### config.mk
export PLATFORM = sky130hd
export DESIGN_NAME = tx_timer_flat
export DESIGN_NICKNAME = d
export VERILOG_FILES = /design/src/rtl/tx_timer_pkg.sv /design/src/rtl/tx_timer_if.sv /design/src/rtl/tx_timer_flex_counter.sv /design/src/rtl/tx_timer.sv /design/src/flat_wrapper.sv
export SDC_FILE = /design/constraint.sdc
export NUM_CORES = 1
export LEC_CHECK = 0
export ABC_AREA = 1
export BUFFER_PORTS_ARGS = -buffer_cell sky130_fd_sc_hd__buf_2
export CAP_MARGIN = 20
export CORE_MARGIN = 5
export CORE_UTILIZATION = 50
export CTS_CLUSTER_SIZE = 28
export DETAILED_ROUTE_END_ITERATION = 8
export GPL_TIMING_DRIVEN = 0
export PLACE_DENSITY = 0.73
export SYNTH_ARGS = -nofsm -noshare
export SYNTH_HDL_FRONTEND = slang
export SYNTH_HIERARCHICAL = 1
export SYNTH_SLANG_ARGS = --single-unit
### constraint.sdc
create_clock -name clk -period 2.4 [get_ports clk]
set_clock_uncertainty 0.2 [all_clocks]
set_input_delay 0.24 -clock clk [delete_from_list [all_inputs] [get_ports clk]]
set_output_delay 0.24 -clock clk [all_outputs]
set_load 0.01 [all_outputs]
### src/rtl/tx_timer_pkg.sv
// Shared types and constants for the I2C slave transmit bit sequencer.
package tx_pkg;

    typedef enum logic [2:0] {
        IDLE,
        SEND,
        ACK_WAIT,
        ACK_HOLD,
        DONE
    } tx_state_t;

    localparam int                   BYTE_BITS     = 8;
    localparam logic                 SDA_RELEASE   = 1'b1;
    localparam logic [BYTE_BITS-1:0] UNDERRUN_BYTE = 8'hFF;

endpackage

### src/rtl/tx_timer_if.sv
// Transmit FIFO handshake between the data FIFO (master) and tx_timer (slave).
interface tx_timer_if;
    import tx_pkg::*;

    logic [BYTE_BITS-1:0] tx_data;
    logic                 tx_data_valid;
    logic                 data_taken;

    modport master (
        output tx_data,
        output tx_data_valid,
        input  data_taken
    );

    modport slave (
        input  tx_data,
        input  tx_data_valid,
        output data_taken
    );

endinterface

### src/rtl/tx_timer_flex_counter.sv
// Up-counter with synchronous clear; wraps to zero after ROLLOVER_VAL.
module flex_counter #(
    parameter int NUM_CNT_BITS = 4,
    parameter int ROLLOVER_VAL = 9
) (
    input  logic                    clk,
    input  logic                    n_rst,
    input  logic                    clear,
    input  logic                    count_enable,
    output logic [NUM_CNT_BITS-1:0] count_out
);

    localparam logic [NUM_CNT_BITS-1:0] ROLL = NUM_CNT_BITS'(ROLLOVER_VAL);

    always_ff @(posedge clk or negedge n_rst) begin
        if (!n_rst) begin
            count_out <= '0;
        end else if (clear) begin
            count_out <= '0;
        end else if (count_enable) begin
            count_out <= (count_out == ROLL) ? '0 : count_out + 1'b1;
        end
    end

endmodule

### src/rtl/tx_timer.sv
// Transmit-side bit sequencer for the I2C slave during master-read transfers.
// Optional bus-arbitration check is enabled with the TX_ARB_CHECK_EN macro.
module tx_timer
    import tx_pkg::*;
#(
    parameter int CNT_BITS = 4
) (
    input  logic       clk,
    input  logic       n_rst,
    input  logic       rising_edge_found,
    input  logic       falling_edge_found,
    input  logic       start_found,
    input  logic       stop_found,
    input  logic       sda_in,
    input  logic       tx_enable,
    tx_timer_if.slave  fifo,
    output logic       sda_out,
    output logic       byte_sent,
    output logic       ack_received,
    output logic       nack_received,
    output logic       underrun,
`ifdef TX_ARB_CHECK_EN
    output logic       bit_error,
`endif
    output logic       busy
);

    localparam logic [CNT_BITS-1:0] LAST_BIT = CNT_BITS'(BYTE_BITS);
    localparam logic [CNT_BITS-1:0] PRE_LAST = CNT_BITS'(BYTE_BITS - 1);

    tx_state_t            state;
    tx_state_t            state_next;
    logic [BYTE_BITS-1:0] shift_reg;
    logic [BYTE_BITS-1:0] shift_next;
    logic [CNT_BITS-1:0]  count;
    logic                 sda_next;
    logic                 taken_next;
    logic                 sent_next;
    logic                 ack_next;
    logic                 nack_next;
    logic                 underrun_next;
`ifdef TX_ARB_CHECK_EN
    logic                 bit_error_next;
`endif

    logic abort;
    logic fall_valid;
    logic load;
    logic cnt_up;
    logic clear;

    // A falling pulse coincident with a rising pulse is treated as noise.
    assign abort      = start_found | stop_found;
    assign fall_valid = falling_edge_found & ~rising_edge_found;
    assign load       = ~abort & fall_valid &
                        (((state == IDLE) & tx_enable) | (state == ACK_HOLD));
    assign cnt_up     = rising_edge_found & (state == SEND);
    assign clear      = load | abort;

    flex_counter #(CNT_BITS, BYTE_BITS + 1) bit_counter (
        .clk          (clk),
        .n_rst        (n_rst),
        .clear        (clear),
        .count_enable (cnt_up),
        .count_out    (count)
    );

    always_comb begin
        state_next    = state;
        shift_next    = shift_reg;
        sda_next      = sda_out;
        taken_next    = 1'b0;
        sent_next     = 1'b0;
        ack_next      = 1'b0;
        nack_next     = 1'b0;
        underrun_next = 1'b0;
`ifdef TX_ARB_CHECK_EN
        bit_error_next = 1'b0;
`endif

        if (abort) begin
            state_next = IDLE;
            sda_next   = SDA_RELEASE;
        end else if (load) begin
            state_next = SEND;
            if (fifo.tx_data_valid) begin
                shift_next = fifo.tx_data;
                taken_next = 1'b1;
            end else begin
                shift_next    = UNDERRUN_BYTE;
                underrun_next = 1'b1;
            end
            sda_next = shift_next[BYTE_BITS-1];
        end else begin
            case (state)
                SEND: begin
                    if (rising_edge_found) begin
`ifdef TX_ARB_CHECK_EN
                        // Released line read back low: another transmitter owns the bus.
                        if ((sda_out == SDA_RELEASE) && !sda_in) begin
                            bit_error_next = 1'b1;
                            sda_next       = SDA_RELEASE;
                            state_next     = DONE;
                        end else if (count == PRE_LAST) begin
                            sent_next = 1'b1;
                        end
`else
                        if (count == PRE_LAST) begin
                            sent_next = 1'b1;
                        end
`endif
                    end else if (falling_edge_found) begin
                        if (count < LAST_BIT) begin
                            shift_next = {shift_reg[BYTE_BITS-2:0], SDA_RELEASE};
                            sda_next   = shift_reg[BYTE_BITS-2];
                        end else begin
                            sda_next   = SDA_RELEASE;
                            state_next = ACK_WAIT;
                        end
                    end
                end
                ACK_WAIT: begin
                    if (rising_edge_found) begin
                        if (sda_in) begin
                            nack_next  = 1'b1;
                            state_next = DONE;
                        end else begin
                            ack_next   = 1'b1;
                            state_next = ACK_HOLD;
                        end
                    end
                end
                ACK_HOLD: begin
                end
                IDLE, DONE: begin
                    sda_next = SDA_RELEASE;
                end
                default: begin
                    state_next = IDLE;
                    sda_next   = SDA_RELEASE;
                end
            endcase
        end
    end

    // Releasing SDA in reset keeps the bus free even if reset hits mid-bit.
    always_ff @(posedge clk or negedge n_rst) begin
        if (!n_rst) begin
            state           <= IDLE;
            shift_reg       <= UNDERRUN_BYTE;
            sda_out         <= SDA_RELEASE;
            fifo.data_taken <= 1'b0;
            byte_sent       <= 1'b0;
            ack_received    <= 1'b0;
            nack_received   <= 1'b0;
            underrun        <= 1'b0;
            busy            <= 1'b0;
`ifdef TX_ARB_CHECK_EN
            bit_error       <= 1'b0;
`endif
        end else begin
            state           <= state_next;
            shift_reg       <= shift_next;
            sda_out         <= sda_next;
            fifo.data_taken <= taken_next;
            byte_sent       <= sent_next;
            ack_received    <= ack_next;
            nack_received   <= nack_next;
            underrun        <= underrun_next;
            busy            <= (state_next != IDLE);
`ifdef TX_ARB_CHECK_EN
            bit_error       <= bit_error_next;
`endif
        end
    end

endmodule

### src/flat_wrapper.sv
// flat-port wrapper written by rule: the top's interface ports become plain ports
module tx_timer_flat import tx_pkg::*;
#(
    parameter int CNT_BITS = 4
)
  (clk, n_rst, rising_edge_found, falling_edge_found, start_found, stop_found, sda_in, tx_enable, sda_out, byte_sent, ack_received, nack_received, underrun, busy, fifo_tx_data, fifo_tx_data_valid, fifo_data_taken);
  tx_timer_if fifo_i ();
  input  logic clk;
  input  logic n_rst;
  input  logic rising_edge_found;
  input  logic falling_edge_found;
  input  logic start_found;
  input  logic stop_found;
  input  logic sda_in;
  input  logic tx_enable;
  output logic sda_out;
  output logic byte_sent;
  output logic ack_received;
  output logic nack_received;
  output logic underrun;
  output logic busy;
  input wire logic [$bits(fifo_i.tx_data)-1:0] fifo_tx_data;
  input wire logic [$bits(fifo_i.tx_data_valid)-1:0] fifo_tx_data_valid;
  output wire logic [$bits(fifo_i.data_taken)-1:0] fifo_data_taken;
  assign fifo_i.tx_data = fifo_tx_data;
  assign fifo_i.tx_data_valid = fifo_tx_data_valid;
  assign fifo_data_taken = fifo_i.data_taken;
  tx_timer #(.CNT_BITS(CNT_BITS)) u_core (.clk(clk), .n_rst(n_rst), .rising_edge_found(rising_edge_found), .falling_edge_found(falling_edge_found), .start_found(start_found), .stop_found(stop_found), .sda_in(sda_in), .tx_enable(tx_enable), .fifo(fifo_i), .sda_out(sda_out), .byte_sent(byte_sent), .ack_received(ack_received), .nack_received(nack_received), .underrun(underrun), .busy(busy));
endmodule
# ---- Yosys cells after proc, flatten, opt, wreduce, memory -nomap -nowiden
# Index checks and enable logic that the tools add are counted.
dict set report word_totals {
  reg_bits 21
  inputBits 17
  wordCells 86
}
dict set report classes {
  n_addsub 1
  magnitude_cmp 1
  n_eq_ne 10
  n_mux 44
  bitwise_logic 10
  n_reduce_logical 10
}
# op count
set op_table {}
lappend op_table {{$mux 7} 5}
lappend op_table {{$mux 1} 26}
lappend op_table {{$mux 3} 7}
lappend op_table {{$mux 4} 3}
lappend op_table {{$pmux 3 s3} 1}
lappend op_table {{$mux 8} 1}
lappend op_table {{$ne 4x2->1 const B} 2}
lappend op_table {{$reduce_bool 2->1} 4}
lappend op_table {{$eq 3x2->1 const B} 2}
lappend op_table {{$and 1x1->1} 5}
lappend op_table {{$reduce_and 5->1} 1}
lappend op_table {{$add 4x1->4 const B} 1}
lappend op_table {{$eq 4x3->1 const B} 1}
lappend op_table {{$eq 4x4->1 const B} 1}
lappend op_table {{$lt 4x4->1 const B} 1}
lappend op_table {{$eq 3x1->1 const B} 1}
lappend op_table {{$eq 3x3->1 const B} 1}
lappend op_table {{$logic_not 3->1} 1}
lappend op_table {{$ne 3x1->1 const B} 1}
lappend op_table {{$or 1x1->1} 3}
lappend op_table {{$reduce_and 3->1} 1}
lappend op_table {{$reduce_bool 3->1} 1}
lappend op_table {{$reduce_or 3->1} 1}
lappend op_table {{$ne 2x1->1 const B} 1}
lappend op_table {{other kinds (3)} 4}

# ---- Logic depth before layout (Yosys ltp)
dict set report depth {
  ltp_word 8
  depth_mapped 13
  depth_no_buf 12
}

# ---- Cells and area by module
# Netlist, hierarchy kept.
# mod n_inst cells_each area_each_um2 seq_area_each_um2
set by_module_without_submodules {}
lappend by_module_without_submodules {tx_timer 1 128 989.7 435.4}
lappend by_module_without_submodules {flex_counter 1 39 264.0 100.1}

# ---- Worst setup path before layout
# Ideal clock, no wire load.
dict set report synth_path {
  path_kind {register -> register}
  startpoint {register u_core.state[0]}
  endpoint {register u_core.bit_counter.count_out[2]}
  setup_time_ns 0.119
  arrival_ns 1.302
  required_time_ns 2.081
  slack_ns 0.779
  stages_incl_launch_ff 12
  path_buffers 1
  synth_period_minus_slack_ns 1.621
  cell_sequence {dfrtp_1 -> nor2_1 -> nand2_1 -> nand2_2 -> nand2_4 -> buf_6 -> nand2_1 -> inv_1 -> nand2_1 -> nand3_1 -> nand2_1 -> nor2_1}
}
dict set report synth_via {
  elab_chain_cells 6
  elab_cells_between_ends 10
  cone_classes {2 x eq/ne; 1 x mux; 5 x bitwise; 2 x reduce/logical}
}
# item line
set synth_lines {}
lappend synth_lines {{start: declaration} tx_timer.sv:31} ;# tx_state_t state;
lappend synth_lines {{start signal: assignment} tx_timer.sv:162} ;# state <= state_next;
lappend synth_lines {{$logic_not 3->1} tx_timer.sv:56} ;# (((state == IDLE) & tx_enable) | (state == ACK_HOLD));
lappend synth_lines {{$and 1x1->1} tx_timer.sv:56}
lappend synth_lines {{$or 1x1->1 *} tx_timer.sv:56}
lappend synth_lines {{$and 1x1->1 *} tx_timer.sv:55} ;# assign load = ~abort & fall_valid &
lappend synth_lines {{$or 1x1->1 *} tx_timer.sv:58} ;# assign clear = load | abort;
lappend synth_lines {{named net u_core.clear} tx_timer.sv:50} ;# logic clear;
lappend synth_lines {{$mux 4 or $reduce_bool 2->1 (tied branches)} --}
lappend synth_lines {{end signal: assignment} tx_timer_flex_counter.sv:21} ;# count_out <= (count_out == ROLL) ? '0 : count_out + 1'b1;
lappend synth_lines {{end: declaration} tx_timer_flex_counter.sv:10} ;# output logic [NUM_CNT_BITS-1:0] count_out
# Mark *: on every way through the listed nets, which the timed path passes. The rest lies on a longest branch.
# A chain may end at the register's enable or synchronous reset.

# ---- Worst setup path in the final report
dict set report layout_path {
  startpoint {register u_core.state[1]}
  endpoint {register u_core.bit_counter.count_out[2]}
}
# The elaborated chain is that of the path after synthesis.

==> results_dict.tcl <==
set metrics [dict create \
    dieArea_sq_mm 0.003609 \
    drt_iter0_drc 51 \
    max-slew-margin-rel_pct 69.40 \
    synthCells 167 \
    clock-sinks 21 \
    final_common_cell "nand2_1" \
    hold_violations 0 \
    reg2reg_slack_ns 0.53 \
    overflow 0 \
    min_from "start_found" \
    largest_reg_flops 7 \
    routed_via_density 5.128 \
    end_kind "register" \
    grt_max_degree 22 \
    core_area_sq_mm 0.002432 \
    cts-root-buf "clkbuf_4" \
    antennaDiodeCount 0 \
    finalSetupViolCount 0 \
    rsz0062_at_grt "no" \
    crit_fanout 10 \
    seq_area_frac_synth_pct 42.71 \
    wirelength_mm 2.671 \
    syn_to_final_growth_pct 16.67 \
    portBuffers 23 \
    fin_nets 217 \
    rows 18 \
    fin_util_pct 60.13 \
    outcome "complete, no violations" \
    drv_slew 0 \
    startpoint_type "register" \
    synth_area_sq_mm 0.001254 \
    fp.dieW_um 60.08 \
    ir_worst_vdd_mv 0.3745 \
    vias 1164 \
    synthTopCellsByArea "dfrtp_1, nand2_1, dfstp_2" \
    worstPathRequired_ns 2.44 \
    power_density_mw_per_mm2 464.9 \
    min_period_over_period_pct 77.76 \
    cp-endpoint "u_core/bit_counter/count_out[2]" \
    worstMarginPinSlew_ns 0.4589 \
    layout-drive-gt1-share_pct 28.43 \
    avgSynthCellArea_sq_um 7.507 \
    gp_congestion 0.8183 \
    ys_ff_latch 21 \
    synth_cell_types 23 \
    synth_top_area_cell "dfrtp_1" \
    path_cells "nor2_1, nand2_1, nand2_2, nand2_4, buf_6, nand2_1, inv_1, nand2_1, nand2_1, nand2_1, nand2_1, nor2_1" \
    totalNegativeSetupSlack_ns 0 \
    numCtsBuffers 3 \
    htree_levels 1 \
    ys_warn_count 6 \
    firstDrtPassIters 4 \
    slowest_delay_ns 0.46 \
    max_freq_mhz 535.9 \
    clk_path_buf_depth 2 \
    p_leak_uw 0.0008230 \
    rr_startpoint "u_core/state[1]" \
    cp-startpoint "u_core/state[1]" \
    die_y_um 60.08 \
    avgRoutedWirePerCell_um 11.77 \
    layout_common_cells "nand2_1, buf_2, nand3_1" \
    initial_utilization_pct 51.54 \
    whs_ns 0.01519 \
    drc_errors 0 \
    grt_pass1_wl_mm 4.692 \
    grt_util_all_layers_pct 17.23 \
    postRouteAntennaNets 0 \
    cap_violations 0 \
    syn-num-nets 186 \
    hpwl_mm 2.054 \
    hold_path_class "input port to register" \
    critPathArrivalTime_ns 1.90 \
    r2r-end "u_core/bit_counter/count_out[2]" \
    clock_latency_ns 0.30 \
    period_minus_slack_ns 1.866 \
    r2r_cells 12 \
    path_class "register to register" \
    pin_count 24 \
    cts.clk_slew.worst_paths_ns 0.12 \
    synth_top_area_share_pct 25.95 \
    crit_top_cell "nand2_1" \
    cts_tree "done" \
    antenna_found_initial 0 \
    cts_resized 0 \
    slowest_stage "dfrtp_1" \
    grt_pass1_vias 1135 \
]
-- metrics by stage --
step                      instances  area, sq um  setup slack, ns  total power, uW
after floorplan                 167         1254           0.7793            475.0
after global placement          220         1406           0.6028            508.3
after detailed placement        220         1406           0.5555            512.8
after CTS                       227         1463           0.5333            691.6
after global routing            227         1463           0.3087            727.4
final                           227         1463           0.5338            680.0
-- timing repair --
action                    CTS  global route
hold buffers                3             0
setup buffers               0             0
hold endpoints to repair   15             0
-- cells in the mapped netlist --
| cell | n |
|---|---|
| nor2_1 | 11 |
| a21oi_1 | 1 |
| or2_2 | 6 |
| dfrtp_1 | 13 |
| nand2_1 | 59 |
| nand3_1 | 22 |
| nor4_1 | 1 |
| nor2_8 | 1 |
| inv_2 | 1 |
| ha_1 | 2 |
| dfstp_2 | 8 |
| nand2_4 | 1 |
| nor2_4 | 1 |
| o21bai_1 | 1 |
| buf_6 | 1 |
| nand2_2 | 4 |
| inv_1 | 21 |
| nor3_2 | 3 |
| nand3_4 | 1 |
| nand4_1 | 4 |
| nor2_2 | 2 |
| o21ai_0 | 2 |
| buf_4 | 1 |
-- report_power, final --
| group | internal, uW | switching, uW | total [uW] | leakage, uW |
|---|---|---|---|---|
| clock | 64.7 | 106 | 170 | 0.0000150 |
| sequential | 392 | 12.3 | 404 | 0.000265 |
| combinational | 45.2 | 60.3 | 105 | 0.000543 |
-- routing by layer --
metal	share of wire (%)	vias up	track usage [%]
met5	0	-	0
met2	53	19	30.71
met3	4.2	2	2.592
li1	-	587	-
met1	42	556	20.00
met4	0.56	0	7.911
-- worst max-delay path, delay by kind of cell (launching register included) --
kind / cells / cell delay (ns)
DFF: 1 / 0.46
buffers and inverters: 2 / 0.21
and+or+nand+nor: 10 / 0.94
-- worst min-delay path by stage --
stage	end	slack (ns)	cells after the start
6_report	u_core/sda_out	0.02	4
3_3_place_gp	u_core/state[2]	0.01	1
5_1_grt	u_core/ack_received	0.005	4
2_1_floorplan	u_core/ack_received	-0.26	0
4_1_cts	u_core/sda_out	0.006	4
3_5_place_dp	u_core/state[0]	0.02	1
-- cells by family after synthesis --
family                   share of synthesized area [%]
AO/OA/AOI/OAI                                    1.796
adder cells (fa/ha/maj)                          1.996
buffers and inverters                            8.084
flip-flops                                       42.71
AND/OR/NAND/NOR                                  45.41
-- layout make-up --
type                            instances  area, sq um
Sequential cell                        21        535.5
Inverter                               22        82.58
Fill cell                             219        969.7
Multi-Input combinational cell        122        616.8
Timing Repair Buffer                   26        145.1
Tap cell                               30        37.54
Buffer                                  2        18.77
Clock buffer                            4        26.28
Power figures use the tool's default switching activity.
